### src/rtl/slave_write_pkg.sv
// Shared encodings for the AXI write responder: response codes, burst types,
// the one legal beat size and the write FSM state type.
package slave_write_pkg;

    localparam logic [1:0] RESP_OKAY   = 2'b00;
    localparam logic [1:0] RESP_SLVERR = 2'b10;
    localparam logic [1:0] RESP_DECERR = 2'b11;

    localparam logic [1:0] BURST_FIXED = 2'b00;
    localparam logic [1:0] BURST_INCR  = 2'b01;
    localparam logic [1:0] BURST_WRAP  = 2'b10;

    localparam logic [2:0] SIZE_WORD = 3'b010;

    typedef enum logic [1:0] {
        S_IDLE = 2'b00,
        S_DATA = 2'b01,
        S_RESP = 2'b10
    } state_t;

    // WRAP bursts only make sense for power-of-two beat counts (2, 4, 8, 16).
    function automatic logic wrap_len_ok(input logic [3:0] len);
        return (len == 4'd1) || (len == 4'd3) || (len == 4'd7) || (len == 4'd15);
    endfunction

endpackage

### src/rtl/slave_write_if.sv
// AXI write-side channels (AW, W, B) between the interconnect and one slave.
interface slave_write_if #(
    parameter int ID_W   = 8,
    parameter int ADDR_W = 32,
    parameter int DATA_W = 32,
    parameter int LEN_W  = 4
);
    logic [ID_W-1:0]     AWID;
    logic [ADDR_W-1:0]   AWADDR;
    logic [LEN_W-1:0]    AWLEN;
    logic [2:0]          AWSIZE;
    logic [1:0]          AWBURST;
    logic                AWVALID;
    logic                AWREADY;

    logic [DATA_W-1:0]   WDATA;
    logic [DATA_W/8-1:0] WSTRB;
    logic                WLAST;
    logic                WVALID;
    logic                WREADY;

    logic [ID_W-1:0]     BID;
    logic [1:0]          BRESP;
    logic                BVALID;
    logic                BREADY;

    modport master (
        output AWID, AWADDR, AWLEN, AWSIZE, AWBURST, AWVALID,
        output WDATA, WSTRB, WLAST, WVALID,
        output BREADY,
        input  AWREADY, WREADY, BID, BRESP, BVALID
    );

    modport slave (
        input  AWID, AWADDR, AWLEN, AWSIZE, AWBURST, AWVALID,
        input  WDATA, WSTRB, WLAST, WVALID,
        input  BREADY,
        output AWREADY, WREADY, BID, BRESP, BVALID
    );

endinterface

### src/rtl/slave_write_addr_gen.sv
// Next word pointer for an AXI burst (FIXED / INCR / WRAP). Purely
// combinational so the read responder can reuse it unchanged.
module axi_burst_addr_gen
    import slave_write_pkg::*;
#(
    parameter int PTR_W = 14,
    parameter int LEN_W = 4
) (
    input  logic [PTR_W-1:0] ptr,
    input  logic [LEN_W-1:0] len,
    input  logic [1:0]       burst,
    output logic [PTR_W-1:0] next_ptr
);

    logic [PTR_W-1:0] wrap_mask;
    logic [PTR_W-1:0] ptr_inc;

    // For a legal WRAP length, len itself is the mask of the low pointer bits
    // that move inside the aligned window; the upper bits stay put.
    always_comb begin
        wrap_mask             = '0;
        wrap_mask[LEN_W-1:0]  = len;
        ptr_inc               = ptr + PTR_W'(1);
        next_ptr              = ptr;
        case (burst)
            BURST_INCR: next_ptr = ptr_inc;
            BURST_WRAP: next_ptr = (ptr & ~wrap_mask) | (ptr_inc & wrap_mask);
            default:    next_ptr = ptr;
        endcase
    end

endmodule

### src/rtl/slave_write.sv
// AXI write responder for one SRAM-backed slave: takes one AW, absorbs the
// burst on W, issues one registered byte-masked SRAM write per beat, and
// returns a single B response.
module slave_write
    import slave_write_pkg::*;
#(
    parameter int ID_W     = 8,
    parameter int ADDR_W   = 32,
    parameter int DATA_W   = 32,
    parameter int LEN_W    = 4,
    parameter int SRAM_A_W = 14
) (
    input  logic                  clk,
    input  logic                  rst,
    input  logic [7:0]            slave_id,
    slave_write_if.slave          bus,
    output logic                  CS,
    output logic [DATA_W/8-1:0]   WEB,
    output logic [SRAM_A_W-1:0]   A,
    output logic [DATA_W-1:0]     DI
);

    state_t              state;
    state_t              state_d;
    logic [ID_W-1:0]     id_q;
    logic [SRAM_A_W-1:0] ptr_q;
    logic [SRAM_A_W-1:0] ptr_next;
    logic [LEN_W-1:0]    len_q;
    logic [1:0]          burst_q;
    logic [LEN_W-1:0]    count_q;
    logic                dec_err;
    logic                size_err;
    logic                proto_err;
    logic                aw_rdy;
    logic                w_rdy;
    logic                b_vld;
    logic                last_beat;
    logic [1:0]          resp;

    assign last_beat = (count_q == len_q);

    axi_burst_addr_gen #(
        .PTR_W (SRAM_A_W),
        .LEN_W (LEN_W)
    ) u_addr_gen (
        .ptr      (ptr_q),
        .len      (len_q),
        .burst    (burst_q),
        .next_ptr (ptr_next)
    );

    // State register.
    always_ff @(posedge clk or posedge rst) begin
        if (rst) state <= S_IDLE;
        else     state <= state_d;
    end

    // Next state and channel handshakes; an unreachable encoding falls back to IDLE.
    always_comb begin
        state_d = state;
        aw_rdy  = 1'b0;
        w_rdy   = 1'b0;
        b_vld   = 1'b0;
        case (state)
            S_IDLE: begin
                aw_rdy = 1'b1;
                if (bus.AWVALID) state_d = S_DATA;
            end
            S_DATA: begin
                w_rdy = 1'b1;
                if (bus.WVALID && last_beat) state_d = S_RESP;
            end
            S_RESP: begin
                b_vld = 1'b1;
                if (bus.BREADY) state_d = S_RESP == state ? S_IDLE : state;
            end
            default: state_d = S_IDLE;
        endcase
    end

    // DECERR outranks SLVERR; both come from flags frozen during the burst.
    always_comb begin
        resp = RESP_OKAY;
        if (dec_err)                    resp = RESP_DECERR;
        else if (size_err || proto_err) resp = RESP_SLVERR;
    end

    // AWREADY is masked while reset is held so it reads low during reset.
    assign bus.AWREADY = aw_rdy & ~rst;
    assign bus.WREADY  = w_rdy;
    assign bus.BVALID  = b_vld;
    assign bus.BID     = b_vld ? id_q : '0;
    assign bus.BRESP   = b_vld ? resp : RESP_OKAY;

    // Burst context capture, beat counting and the one-cycle SRAM write pulse.
    always_ff @(posedge clk or posedge rst) begin
        if (rst) begin
            id_q      <= '0;
            ptr_q     <= '0;
            len_q     <= '0;
            burst_q   <= BURST_FIXED;
            count_q   <= '0;
            dec_err   <= 1'b0;
            size_err  <= 1'b0;
            proto_err <= 1'b0;
            CS        <= 1'b0;
            WEB       <= '1;
            A         <= '0;
            DI        <= '0;
        end else begin
            CS  <= 1'b0;
            WEB <= '1;
            case (state)
                S_IDLE: begin
                    if (bus.AWVALID) begin
                        id_q      <= bus.AWID;
                        ptr_q     <= bus.AWADDR[SRAM_A_W+1:2];
                        len_q     <= bus.AWLEN;
                        burst_q   <= bus.AWBURST;
                        count_q   <= '0;
                        dec_err   <= (bus.AWADDR[31:16] != {8'h00, slave_id});
                        size_err  <= (bus.AWSIZE != SIZE_WORD) ||
                                     ((bus.AWBURST == BURST_WRAP) && !wrap_len_ok(bus.AWLEN));
                        proto_err <= 1'b0;
                    end
                end
                S_DATA: begin
                    if (bus.WVALID) begin
                        if (!dec_err && !size_err) begin
                            CS  <= 1'b1;
                            A   <= ptr_q;
                            DI  <= bus.WDATA;
                            WEB <= ~bus.WSTRB;
                        end
                        if (bus.WLAST != last_beat) proto_err <= 1'b1;
                        ptr_q   <= ptr_next;
                        count_q <= count_q + LEN_W'(1);
                    end
                end
                S_RESP: ;
                default: begin
                    id_q      <= '0;
                    count_q   <= '0;
                    dec_err   <= 1'b0;
                    size_err  <= 1'b0;
                    proto_err <= 1'b0;
                    A         <= '0;
                    DI        <= '0;
                end
            endcase
        end
    end

endmodule

### src/flat_wrapper.sv
// flat-port wrapper written by rule: the top's interface ports become plain ports
module slave_write_flat import slave_write_pkg::*;
#(
    parameter int ID_W     = 8,
    parameter int ADDR_W   = 32,
    parameter int DATA_W   = 32,
    parameter int LEN_W    = 4,
    parameter int SRAM_A_W = 14
)
  (clk, rst, slave_id, CS, WEB, A, DI, bus_AWID, bus_AWADDR, bus_AWLEN, bus_AWSIZE, bus_AWBURST, bus_AWVALID, bus_WDATA, bus_WSTRB, bus_WLAST, bus_WVALID, bus_BREADY, bus_AWREADY, bus_WREADY, bus_BID, bus_BRESP, bus_BVALID);
  slave_write_if #(.ID_W(ID_W), .ADDR_W(ADDR_W), .DATA_W(DATA_W), .LEN_W(LEN_W)) bus_i ();
  input  logic clk;
  input  logic rst;
  input  logic [7:0] slave_id;
  output logic CS;
  output logic [DATA_W/8-1:0] WEB;
  output logic [SRAM_A_W-1:0] A;
  output logic [DATA_W-1:0] DI;
  input wire logic [$bits(bus_i.AWID)-1:0] bus_AWID;
  input wire logic [$bits(bus_i.AWADDR)-1:0] bus_AWADDR;
  input wire logic [$bits(bus_i.AWLEN)-1:0] bus_AWLEN;
  input wire logic [$bits(bus_i.AWSIZE)-1:0] bus_AWSIZE;
  input wire logic [$bits(bus_i.AWBURST)-1:0] bus_AWBURST;
  input wire logic [$bits(bus_i.AWVALID)-1:0] bus_AWVALID;
  input wire logic [$bits(bus_i.WDATA)-1:0] bus_WDATA;
  input wire logic [$bits(bus_i.WSTRB)-1:0] bus_WSTRB;
  input wire logic [$bits(bus_i.WLAST)-1:0] bus_WLAST;
  input wire logic [$bits(bus_i.WVALID)-1:0] bus_WVALID;
  input wire logic [$bits(bus_i.BREADY)-1:0] bus_BREADY;
  output wire logic [$bits(bus_i.AWREADY)-1:0] bus_AWREADY;
  output wire logic [$bits(bus_i.WREADY)-1:0] bus_WREADY;
  output wire logic [$bits(bus_i.BID)-1:0] bus_BID;
  output wire logic [$bits(bus_i.BRESP)-1:0] bus_BRESP;
  output wire logic [$bits(bus_i.BVALID)-1:0] bus_BVALID;
  assign bus_i.AWID = bus_AWID;
  assign bus_i.AWADDR = bus_AWADDR;
  assign bus_i.AWLEN = bus_AWLEN;
  assign bus_i.AWSIZE = bus_AWSIZE;
  assign bus_i.AWBURST = bus_AWBURST;
  assign bus_i.AWVALID = bus_AWVALID;
  assign bus_i.WDATA = bus_WDATA;
  assign bus_i.WSTRB = bus_WSTRB;
  assign bus_i.WLAST = bus_WLAST;
  assign bus_i.WVALID = bus_WVALID;
  assign bus_i.BREADY = bus_BREADY;
  assign bus_AWREADY = bus_i.AWREADY;
  assign bus_WREADY = bus_i.WREADY;
  assign bus_BID = bus_i.BID;
  assign bus_BRESP = bus_i.BRESP;
  assign bus_BVALID = bus_i.BVALID;
  slave_write #(.ID_W(ID_W), .ADDR_W(ADDR_W), .DATA_W(DATA_W), .LEN_W(LEN_W), .SRAM_A_W(SRAM_A_W)) u_core (.clk(clk), .rst(rst), .slave_id(slave_id), .bus(bus_i), .CS(CS), .WEB(WEB), .A(A), .DI(DI));
endmodule
### config.mk
export PLATFORM = sky130hd
export DESIGN_NAME = slave_write_flat
export DESIGN_NICKNAME = d
export VERILOG_FILES = /design/src/rtl/slave_write_pkg.sv /design/src/rtl/slave_write_if.sv /design/src/rtl/slave_write_addr_gen.sv /design/src/rtl/slave_write.sv /design/src/flat_wrapper.sv
export SDC_FILE = /design/constraint.sdc
export NUM_CORES = 1
export LEC_CHECK = 0
export CORE_ASPECT_RATIO = 0.75
export CORE_MARGIN = 2
export CORE_UTILIZATION = 30
export CTS_BUF_LIST = sky130_fd_sc_hd__clkbuf_16
export DETAILED_ROUTE_END_ITERATION = 12
export PLACE_DENSITY = 0.61
export SYNTH_ARGS = -nofsm -noshare
export SYNTH_HDL_FRONTEND = slang
export SYNTH_SLANG_ARGS = --single-unit
### constraint.sdc
create_clock -name clk -period 4.3 [get_ports clk]
set_clock_uncertainty 0.2 [all_clocks]
set_input_delay 1.075 -clock clk [delete_from_list [all_inputs] [get_ports clk]]
set_output_delay 1.075 -clock clk [all_outputs]
set_load 0.02 [all_outputs]
==> results of run 1 <==
[layout make-up]
type / count / area, um^2 / share of cell area [%]
Multi-Input combinational cell: 329 / 1980 / 30.9
Clock inverter: 7 / 70.1 / 1.09
Sequential cell: 88 / 2210 / 34.4
Inverter: 10 / 38.8 / 0.605
Tap cell: 200 / 250 / 3.90
Timing Repair Buffer: 164 / 1640 / 25.6
Clock buffer: 9 / 225 / 3.51
[routing by layer]
metal	routed length [um]	GRT usage, %
met1	5520	21.5
met2	5070	22.9
met3	722	3.78
met5	0	0
met4	122	5.11
[critical path: cells and delay by family]
| kind | cells | cell delay, ps |
|---|---|---|
| buffers and inverters | 2 | 1050 |
| and+or+nand+nor | 1 | 120 |
[synthesized netlist by cell type, drive strengths merged, types with 2 or more instances]
library cell	number
nand2	111
clkbuf	12
a22o	8
nor2	17
dfrtp	84
nor3	6
inv	10
nor4	5
o31ai	4
dfstp	4
a22oi	5
mux2i	2
o22ai	3
a211oi	3
a21oi	4
nor2b	5
nand2b	5
nand3	11
nand4b	5
xnor2	12
buf	13
o21ai	61
mux2	7
nand4	8
and2	11
a2bb2oi	2
o211ai	4
nand3b	3
and3	3
a21o	2
ha	6
nor3b	2
[per-stage QoR]
stage | instances | worst slack [ps] | hold slack (ps)
6_report | 807 | 784 | 277
5_1_grt | 807 | 713 | 300
3_5_place_dp | 791 | 780 | 264
3_3_place_gp | 791 | 784 | 258
2_1_floorplan | 452 | 753 | 250
4_1_cts | 807 | 779 | 278
[path summary, 6_finish.rpt]
kind	startpoint	endpoint
max in group asynchronous	rst	u_core.DI[12]
hold reg to reg	u_core.DI[8]	u_core.DI[8]
min in group asynchronous	rst	u_core.id_q[7]
setup reg to reg	u_core.state[1]	u_core.DI[19]
setup / recovery	rst	bus_AWREADY
hold / removal	u_core.DI[8]	u_core.DI[8]
[state kept, by name (all words and copies together), names as in the netlist, 2 cells and up, named ones only]
signal / flops
u_core.state: 2
u_core.ptr_q: 11
u_core.WEB: 4
u_core.id_q: 8
u_core.A: 14
u_core.burst_q: 2
u_core.count_q: 4
u_core.DI: 32
u_core.len_q: 4
[cell families after synthesis]
group                    after synthesis
buffers and inverters                 35
multiplexers                           9
adder cells (fa/ha/maj)                6
AND/OR/NAND/NOR                      195
AO/OA/AOI/OAI                        106
flip-flops                            88
XOR/XNOR                              13
[power groups by stage]
stage	registers [mW]	clock network (mW)	logic, mW
floorplan	1.53	0	1.31
global placement	1.39	0	2.02
detailed placement	1.41	0	2.06
CTS	1.40	0.815	2.06
global route	1.45	0.844	2.25
finish	1.40	0.777	2.04
==> reports/summary.md, run 1 <==
* **first-pass GRT wire length** 18500 um
* **number of failing setup endpoints in the final timing report** 0
* **power share of the combinational group** 48.3%
* **unrepaired setup endpoints after global routing** no
* **CTS Root Buffer Type** sky130_fd_sc_hd__clkbuf_16
* **pin count of the biggest net entering global routing** 93
* **number of enable-type register cells in the synthesized netlist** 0
* **worst path cell trace** clkdlybuf4s50_1 -> nor2b_1 -> clkdlybuf4s50_1
* **half-perimeter wire length of the detailed placement result** 8380 um
* **number of clock sinks** 88
* **number of global-route vias before repair** 3587
* **net count after synthesis** 557
* **number of register bits inferred by synthesis** 88
* **Tmin final** 3520 ps
* **data arrival at the endpoint of the critical path** 2240 ps
* **antenna diode count** 0
* **switching power share of the total** 41.6%
* **CP required** 3020 ps
* **final routed wirelength across all metal layers** 11400 um
* **timing-limited maximum frequency** 284 MHz
* **Die ar.** 15600 um^2
* **register-to-register path setup slack** 1350 ps
* **Setup crit start kind** input port
* **overall overflow remaining after global route** 0
* **commonest cells after routing, fill and taps aside** sky130_fd_sc_hd__clkdlybuf4s50_1, sky130_fd_sc_hd__nand2_1, sky130_fd_sc_hd__dfrtp_1
* **Power Density** 657 nW/um^2
* **outcome** completed
* **H-tree depth reported by CTS** 3
* **number of cells traversed by the worst register-to-register path** 5
* **syn avg cell area** 9.70 um^2
* **Max rail drop VDD** 0.425 mV
* **number of search-and-repair iterations in the first detailed-routing pass** 4
* **Power Internal** 2.46 mW
* **clock share of power** 18.4%
* **share of layout cells above drive strength 1** 11.2%
* **clock transition at the registers of the reported paths** 60 ps
* **total of cells resized after clock tree synthesis** 0
* **Synthesis Warnings** 0
* **post-layout instance area** 6410 um^2
* **Residual DRC** 0
* **worst min path class** reg2reg
* **TritonCTS clock tree** yes
* **number of maximum-capacitance constraint violations** 0
* **Post-Route Utilization** 44.7%
* **number of hold-slack violations in the final timing report** 0
* **Detailed Route Iter0 Violations** 273
* **Netlist cell types** 51
* **Placement Rows** 38
* **fraction of the cycle the final worst path needs** 81.8%
* **number of fill cells in the layout** 1402
* **hold path cells** 2
* **Layout Area Growth over Synthesis** 46.4%
* **initial core utilization** 30.5%
* **later-pin clock latency in the skew report** 330 ps
* **Pins Over Slew Limit** 0
* **antenna violations before repair** 0
* **switching power** 1.75 mW
* **total design power** 4.22 mW
* **fraction of synthesis flops using an asynchronous set or reset pin** 100%
* **final weighted congestion in routability-driven placement** 0.823
* **Boundary Pins** 163
* **commonest non-fill, non-tap cell in the layout** sky130_fd_sc_hd__clkdlybuf4s50_1
* **share of the synthesized netlist area taken by xor and xnor gates** 2.60%
* **combinational family with the most area after synthesis** simple AND/OR/NAND/NOR gates
* **maximum cell stage delay along the critical path** 610 ps
* **maximum fanout along the worst path** 2
* **cell area after placement** 6120 um^2
* **cell area after synthesis** 4380 um^2
* **Setup Crit Path Kind** in2out
* **Worst Max-Slew Pin Slew** 1110 ps
* **LEAKAGE** 2.63 nW
* **sequential cell fraction of total power** 33.2%
* **fraction of post-synthesis cell area in the top cell type by area** 48.0%
* **part of the Yosys area used for sequential elements** 50.4%
* **proportion of synthesized area in mux cells** 2.26%
* **post-route ant nets** 0
* **Routed wire per std cell** 14.2 um
* **worst slew margin relative to its limit** 26.0%
* **slowest CP cell** sky130_fd_sc_hd__clkdlybuf4s50_1
* **core area** 14400 um^2
* **buffers added on ports** 160
* **area fraction in and, or, nand and nor cells after synthesis** 20.5%
* **die height** 109 um
* **compound-gate portion of the synthesized area** 17.8%
* **number of instances in the synthesized netlist** 452
* **biggest area consumer among synthesized cells** sky130_fd_sc_hd__dfrtp_1
* **Most common cell on crit path** sky130_fd_sc_hd__clkdlybuf4s50_1
* **endpoint kind of the worst setup timing path** output port
* **Primary FF master, synth** sky130_fd_sc_hd__dfrtp_1
* **hold-fix buffer count after cts** 0
* **adder and majority cell fraction of the synthesized area** 1.71%
* **maximum count of clock buffers along a single path** 2
* **width of the die** 144 um
* **total via count in the routed design** 3804
* **leading post-synthesis cells by cell area** sky130_fd_sc_hd__dfrtp_1, sky130_fd_sc_hd__nand2_1, sky130_fd_sc_hd__o21ai_2, sky130_fd_sc_hd__dfstp_2, sky130_fd_sc_hd__xnor2_1
* **number of vias per cell after detailed routing** 4.71
* **Tot GR Track Use** 15.2%
* **setup total negative slack** 0 ps
* **number of buffers created by CTS** 9
* **Layout Nets** 707
* **Post-CTS Setup Repair Bufs** 0
(Power assumes the default switching activity.)
==> run 2: changes to the inputs <==
--- a/config.mk
+++ b/config.mk
@@ -10,7 +10,7 @@
 export CORE_UTILIZATION = 30
 export CTS_BUF_LIST = sky130_fd_sc_hd__clkbuf_16
 export DETAILED_ROUTE_END_ITERATION = 12
-export PLACE_DENSITY = 0.61
+export PLACE_DENSITY = 0.63
 export SYNTH_ARGS = -nofsm -noshare
 export SYNTH_HDL_FRONTEND = slang
 export SYNTH_SLANG_ARGS = --single-unit
==> constraint.sdc (replaced) <==
create_clock -name clk -period 2.8 [get_ports clk]
set_clock_uncertainty 0.2 [all_clocks]
set_input_delay 0.7 -clock clk [delete_from_list [all_inputs] [get_ports clk]]
set_output_delay 0.7 -clock clk [all_outputs]
set_load 0.02 [all_outputs]
==> run 2 against run 1 <==
  * Register-to-register slack worse by 930 ps
  * Count of clock-buffer cells in the layout is the same
  * Die area unchanged
  * Critical path type unchanged
  * Wire length rose by 2.9%
  * Critical path depth did not move
  * Via count increased by 1.3%
  * Clock power up 75%
==> reports/summary.md, run 2 (synthesized netlist as in run 1, its figures left out) <==
* **initial core utilization** 30.5%, unchanged
* **die height** 109 um, unchanged
* **maximum count of clock buffers along a single path** 2, unchanged
* **first-pass GRT wire length** 19300 um, +4.3%
* **antenna diode count** 0, unchanged
* **CTS Root Buffer Type** sky130_fd_sc_hd__clkbuf_16
* **LEAKAGE** 2.75 nW, +4.4%
* **setup total negative slack** 0 ps, unchanged
* **register-to-register path setup slack** 420 ps, -930 ps
* **critical path endpoint** bus_AWREADY
* **number of flip-flops under the largest register name** 32, unchanged
* **Residual DRC** 0, unchanged
* **final weighted congestion in routability-driven placement** 0.827, +0.45%
* **end of the worst register-to-register path** u_core.ptr_q[8]
* **buffers added on ports** 160, unchanged
* **start point of the critical path** rst
* **outcome** completed
* **timing-limited maximum frequency** 364 MHz
* **Layout Area Growth over Synthesis** 50.2%
* **Layout Nets** 719, +1.7%
* **worst min path class** reg2reg
* **number of clock sinks** 88, unchanged
* **number of search-and-repair iterations in the first detailed-routing pass** 4, unchanged
* **Routed wire per std cell** 14.4 um, +1.4%
* **Boundary Pins** 163, unchanged
* **commonest non-fill, non-tap cell in the layout** sky130_fd_sc_hd__clkdlybuf4s50_1
* **Worst Max-Slew Pin Slew** 549 ps, -561 ps
* **number of vias per cell after detailed routing** 4.70, -0.22%
* **Tmin final** 2750 ps
* **number of global-route vias before repair** 3819, +6.5%
* **Top Registers** u_core.DI x32, u_core.A x14, u_core.ptr_q x11
* **worst setup slack after placement** 49.4 ps, -730 ps
* **clock transition at the registers of the reported paths** 60 ps, about the same
* **Die ar.** 15600 um^2, unchanged
* **most flop-heavy register** u_core.DI
* **antenna violations before repair** 0, unchanged
* **hold-fix buffer count after cts** 0, unchanged
* **Power Density** 1030 nW/um^2, +57%
* **commonest cells after routing, fill and taps aside** sky130_fd_sc_hd__clkdlybuf4s50_1, sky130_fd_sc_hd__nand2_1, sky130_fd_sc_hd__dfrtp_1
* **Tot GR Track Use** 15.8%, +0.61 points
* **Detailed Route Iter0 Violations** 217, -21%
* **Setup Crit Path Kind** in2out
* **unrepaired setup endpoints after global routing** no
* **overall overflow remaining after global route** 0, unchanged
* **half-perimeter wire length of the detailed placement result** 8790 um, +5.0%
* **launch instance of the worst register-to-register path** u_core.state[1]
* **fraction of the cycle the final worst path needs** 98.2%
* **worst slew margin relative to its limit** 63.3%, +37 points
* **Placement Rows** 38, unchanged
* **number of failing setup endpoints in the final timing report** 0, unchanged
* **width of the die** 144 um, unchanged
* **pin count of the biggest net entering global routing** 62, -33%
* **endpoint kind of the worst setup timing path** output port
* **Worst Slack Setup Final** 50.9 ps, -733 ps
* **number of maximum-capacitance constraint violations** 0, unchanged
* **TritonCTS clock tree** yes
* **data arrival at the endpoint of the critical path** 1850 ps, -390 ps
* **later-pin clock latency in the skew report** 340 ps, about the same
* **core area** 14400 um^2, unchanged
* **H-tree depth reported by CTS** 3, unchanged
* **share of layout cells above drive strength 1** 12.9%, +1.7 points
* **number of buffers created by CTS** 9, unchanged
* **Setup crit start kind** input port
* **maximum fanout along the worst path** 2, unchanged
* **post-route ant nets** 0, unchanged
* **total via count in the routed design** 3852, +1.3%
* **final routed wirelength across all metal layers** 11800 um, +2.9%
* **number of cells traversed by the worst register-to-register path** 8, +3
* **CP required** 1900 ps, -1120 ps
* **Pins Over Slew Limit** 0, unchanged
* **number of hold-slack violations in the final timing report** 0, unchanged
* **Max rail drop VDD** 0.434 mV, +2.2%
==> run 2: power breakdown <==
part / internal, mW / switching, mW / leakage [nW] / total [mW]
Clock: 0.864 / 0.494 / 0.161 / 1.36
Sequential: 1.76 / 0.392 / 1.12 / 2.15
Combinational: 1.44 / 1.82 / 1.47 / 3.26
Total: 4.07 / 2.71 / 2.75 / 6.77
==> run 2: critical path, cell delays in order <==
cell and delay [ps]:
sky130_fd_sc_hd__clkdlybuf4s50_1 420, sky130_fd_sc_hd__nor2b_1 120, sky130_fd_sc_hd__clkdlybuf4s50_1 610
==> run 2: worst min path at each step <==
stage,start,endpoint,cells past startpoint
6_report,u_core.burst_q[0],u_core.burst_q[0],2
4_1_cts,u_core.A[6],u_core.A[6],2
2_1_floorplan,u_core.burst_q[0],u_core.burst_q[0],2
3_5_place_dp,u_core.A[6],u_core.A[6],2
5_1_grt,u_core.A[6],u_core.A[6],2
3_3_place_gp,u_core.DI[5],u_core.DI[5],2
==> run 2: final cells by class <==
class	instances	area, um^2
Timing Repair Buffer	176	1760
Clock buffer	9	225
Fill cell	1383	7780
Multi-Input combinational cell	329	1990
Clock inverter	7	110
Tap cell	200	250
Sequential cell	88	2210
Inverter	10	41.3
==> run 2: per-stage QoR <==
step	util, %	total power [mW]	area [um^2]	cells	hold WS [ps]
after global routing	45.8	7.30	6580	819	300
after detailed placement	43.3	5.47	6220	801	270
after CTS	45.7	6.87	6570	817	285
after floorplan	-	4.35	4390	452	250
final	45.8	6.77	6580	819	278
after global placement	43.3	5.38	6220	801	258
==> run 2: layer usage <==
layer	wire length, um	up-vias	global-route usage [%]
li1	-	1905	-
met1	5720	1819	22.6
met2	5250	117	24.0
met3	695	11	4.35
met4	110	0	3.43
met5	0	-	0
==> run 2: what timing repair did <==
action / CTS / global route
hold endpoints to repair: 0 / 0
cloned: 0 / 0
pin swaps: 0 / 1
setup endpoints to repair: 11 / 6
buffers inserted: 0 / 2
resized for setup: 6 / 1
==> run 3: changes to the inputs <==
--- a/config.mk
+++ b/config.mk
@@ -5,7 +5,6 @@
 export SDC_FILE = /design/constraint.sdc
 export NUM_CORES = 1
 export LEC_CHECK = 0
-export CORE_ASPECT_RATIO = 0.75
 export CORE_MARGIN = 2
 export CORE_UTILIZATION = 30
 export CTS_BUF_LIST = sky130_fd_sc_hd__clkbuf_16
@@ -14,3 +13,4 @@
 export SYNTH_ARGS = -nofsm -noshare
 export SYNTH_HDL_FRONTEND = slang
 export SYNTH_SLANG_ARGS = --single-unit
+export TNS_END_PERCENT = 50
==> run 3 against run 2 <==
  * Highest routed layer unchanged
  * Count of clock-buffer cells in the layout unchanged
  * Critical path type is now reg2out
  * Hold slack got worse by 2.8 ps
  * Largest power group unchanged
  * First-iteration DRC count fell by 38%
  * Setup slack gained 120 ps
  * Register-to-register slack is essentially flat
==> reports/summary.md, run 3 (synthesized netlist as in run 1, its figures left out) <==
* **outcome** completed
* **hold path cells** 2, unchanged
* **Hold Crit Endpoint** u_core.DI[25]
* **Top Registers** u_core.DI x32, u_core.A x14, u_core.ptr_q x11
* **Placement Rows** 44, +16%
* **width of the die** 125 um, -13%
* **Setup crit start kind** register
* **core area** 14400 um^2, +0.45%
* **number of failing setup endpoints in the final timing report** 0, unchanged
* **Post-CTS Setup Repair Bufs** 0, unchanged
* **Power Density** 1010 nW/um^2, -1.4%
* **Max rail drop VDD** 0.362 mV, -17%
* **register-to-register path setup slack** 430 ps, about the same
* **total design power** 6.66 mW, -1.6%
* **share of layout cells above drive strength 1** 12.6%, -0.34 points
* **area of the multi-input gates** 1990 um^2, unchanged
* **CTS Root Buffer Type** sky130_fd_sc_hd__clkbuf_16
* **LEAKAGE** 2.87 nW, +4.6%
* **hold-fix buffer count after cts** 0, unchanged
* **setup total negative slack** 0 ps, unchanged
* **number of cells traversed by the worst register-to-register path** 7, -1
* **data arrival at the endpoint of the critical path** 1730 ps, -120 ps
* **Pins Over Slew Limit** 0, unchanged
* **endpoint kind of the worst setup timing path** output port
* **number of maximum-capacitance constraint violations** 0, unchanged
* **final weighted congestion in routability-driven placement** 0.826, about the same
* **final routed wirelength across all metal layers** 11300 um, -4.3%
* **pin count of the biggest net entering global routing** 89, +44%
* **launch instance of the worst register-to-register path** u_core.state[1]
* **half-perimeter wire length of the detailed placement result** 8500 um, -3.4%
* **Layout Nets** 720, +0.14%
* **Boundary Pins** 163, unchanged
* **number of fill cells in the layout** 1399, +1.2%
* **Tmin final** 2630 ps, -116 ps
* **TritonCTS clock tree** yes
* **worst slew margin relative to its limit** 65.0%, +1.8 points
* **Worst Max-Slew Pin Slew** 523 ps, -26.3 ps
* **Setup Crit Path Kind** reg2out
* **Detailed Route Iter0 Violations** 135, -38%
* **antenna diode count** 0, unchanged
* **antenna violations before repair** 0, unchanged
* **fraction of the cycle the final worst path needs** 94.1%, -4.1 points
* **overall overflow remaining after global route** 0, unchanged
* **Residual DRC** 0, unchanged
* **initial core utilization** 30.4%, -0.14 points
* **end of the worst register-to-register path** u_core.ptr_q[11]
* **Layout Area Growth over Synthesis** 49.9%
* **first-pass GRT wire length** 19300 um, -0.11%
* **number of hold-slack violations in the final timing report** 0, unchanged
* **number of global-route vias before repair** 3898, +2.1%
* **number of flip-flops under the largest register name** 32, unchanged
* **sequential cell area in the final layout** 2210 um^2, unchanged
* **number of buffers created by CTS** 9, unchanged
* **worst min path class** reg2reg
* **Die ar.** 15600 um^2, about the same
* **commonest cells after routing, fill and taps aside** sky130_fd_sc_hd__clkdlybuf4s50_1, sky130_fd_sc_hd__nand2_1, sky130_fd_sc_hd__dfrtp_1
* **maximum fanout along the worst path** 13, +11
* **H-tree depth reported by CTS** 3, unchanged
* **CP required** 1900 ps, about the same
* **post-route ant nets** 0, unchanged
* **number of search-and-repair iterations in the first detailed-routing pass** 4, unchanged
* **timing-limited maximum frequency** 380 MHz, +4.4%
* **clock transition at the registers of the reported paths** 60 ps, about the same
* **Routed wire per std cell** 14.0 um, -2.5%
* **later-pin clock latency in the skew report** 350 ps, about the same
* **buffers added on ports** 160, unchanged
* **most flop-heavy register** u_core.DI
* **maximum count of clock buffers along a single path** 2, unchanged
* **number of vias per cell after detailed routing** 4.76, +1.1%
* **die height** 125 um, +15%
* **total via count in the routed design** 3824, -0.73%
* **Worst Min Path Start** u_core.DI[25]
* **unrepaired setup endpoints after global routing** no
* **Tot GR Track Use** 15.1%, -0.72 points
* **number of clock sinks** 88, unchanged
* **commonest non-fill, non-tap cell in the layout** sky130_fd_sc_hd__clkdlybuf4s50_1
run 3: repair_timing:
action / in CTS / in global routing
endpoints found under the setup margin: 11 / 8
pin swaps: 0 / 0
gates resized for setup: 6 / 8
run 3: power by group:
part	leakage, nW	internal (mW)	switching (mW)
Combinational	1.60	1.47	1.79
Sequential	1.12	1.76	0.390
Clock	0.155	0.766	0.484
Total	2.87	4.00	2.66
run 3: final cells by class:
type / instances / area share (%)
clock buffers: 9 / 3.43
clock inverters: 7 / 1.20
inverters: 10 / 0.629
multi-input cells: 329 / 30.3
flip-flops and latches: 88 / 33.6
well taps: 184 / 3.50
repair buffers: 177 / 27.3
run 3: worst max-delay path, cell delays in order (launching register included):
cell	delay (ps)
sky130_fd_sc_hd__dfrtp_1	400
sky130_fd_sc_hd__inv_1	130
sky130_fd_sc_hd__ha_4	230
sky130_fd_sc_hd__clkdlybuf4s50_1	620
run 3: metrics by stage:
step	instance area (um^2)	worst slack (ps)	hold WS [ps]	instances	utilization, %
final	6570	166	276	804	45.5
after global routing	6570	97.3	303	804	45.5
after CTS	6550	6.00	279	804	45.4
after detailed placement	6240	38.4	265	788	43.2
after global placement	6240	50.3	259	788	43.2
after floorplan	4390	610	250	452	-
run 3: layer usage:
| layer | GRT usage (%) | up-vias | part of all wire (%) |
|---|---|---|---|
| met3 | 3.09 | 13 | 6.2 |
| met2 | 24.0 | 132 | 47 |
| li1 | - | 1912 | - |
| met4 | 5.88 | 0 | 1.3 |
| met1 | 20.3 | 1767 | 46 |
| met5 | 0 | - | 0 |
run 3: how the worst max path moves through the flow:
stage	from	to	slack [ps]	depth (start not counted)
final	u_core.state[0]	bus_BVALID	170	3
after global routing	u_core.state[0]	bus_BVALID	100	3
after CTS	u_core.state[0]	bus_BID[5]	6	4
after detailed placement	rst	bus_AWREADY	40	3
after global placement	rst	bus_AWREADY	50	3
after floorplan	u_core.state[0]	bus_BRESP[1]	610	4
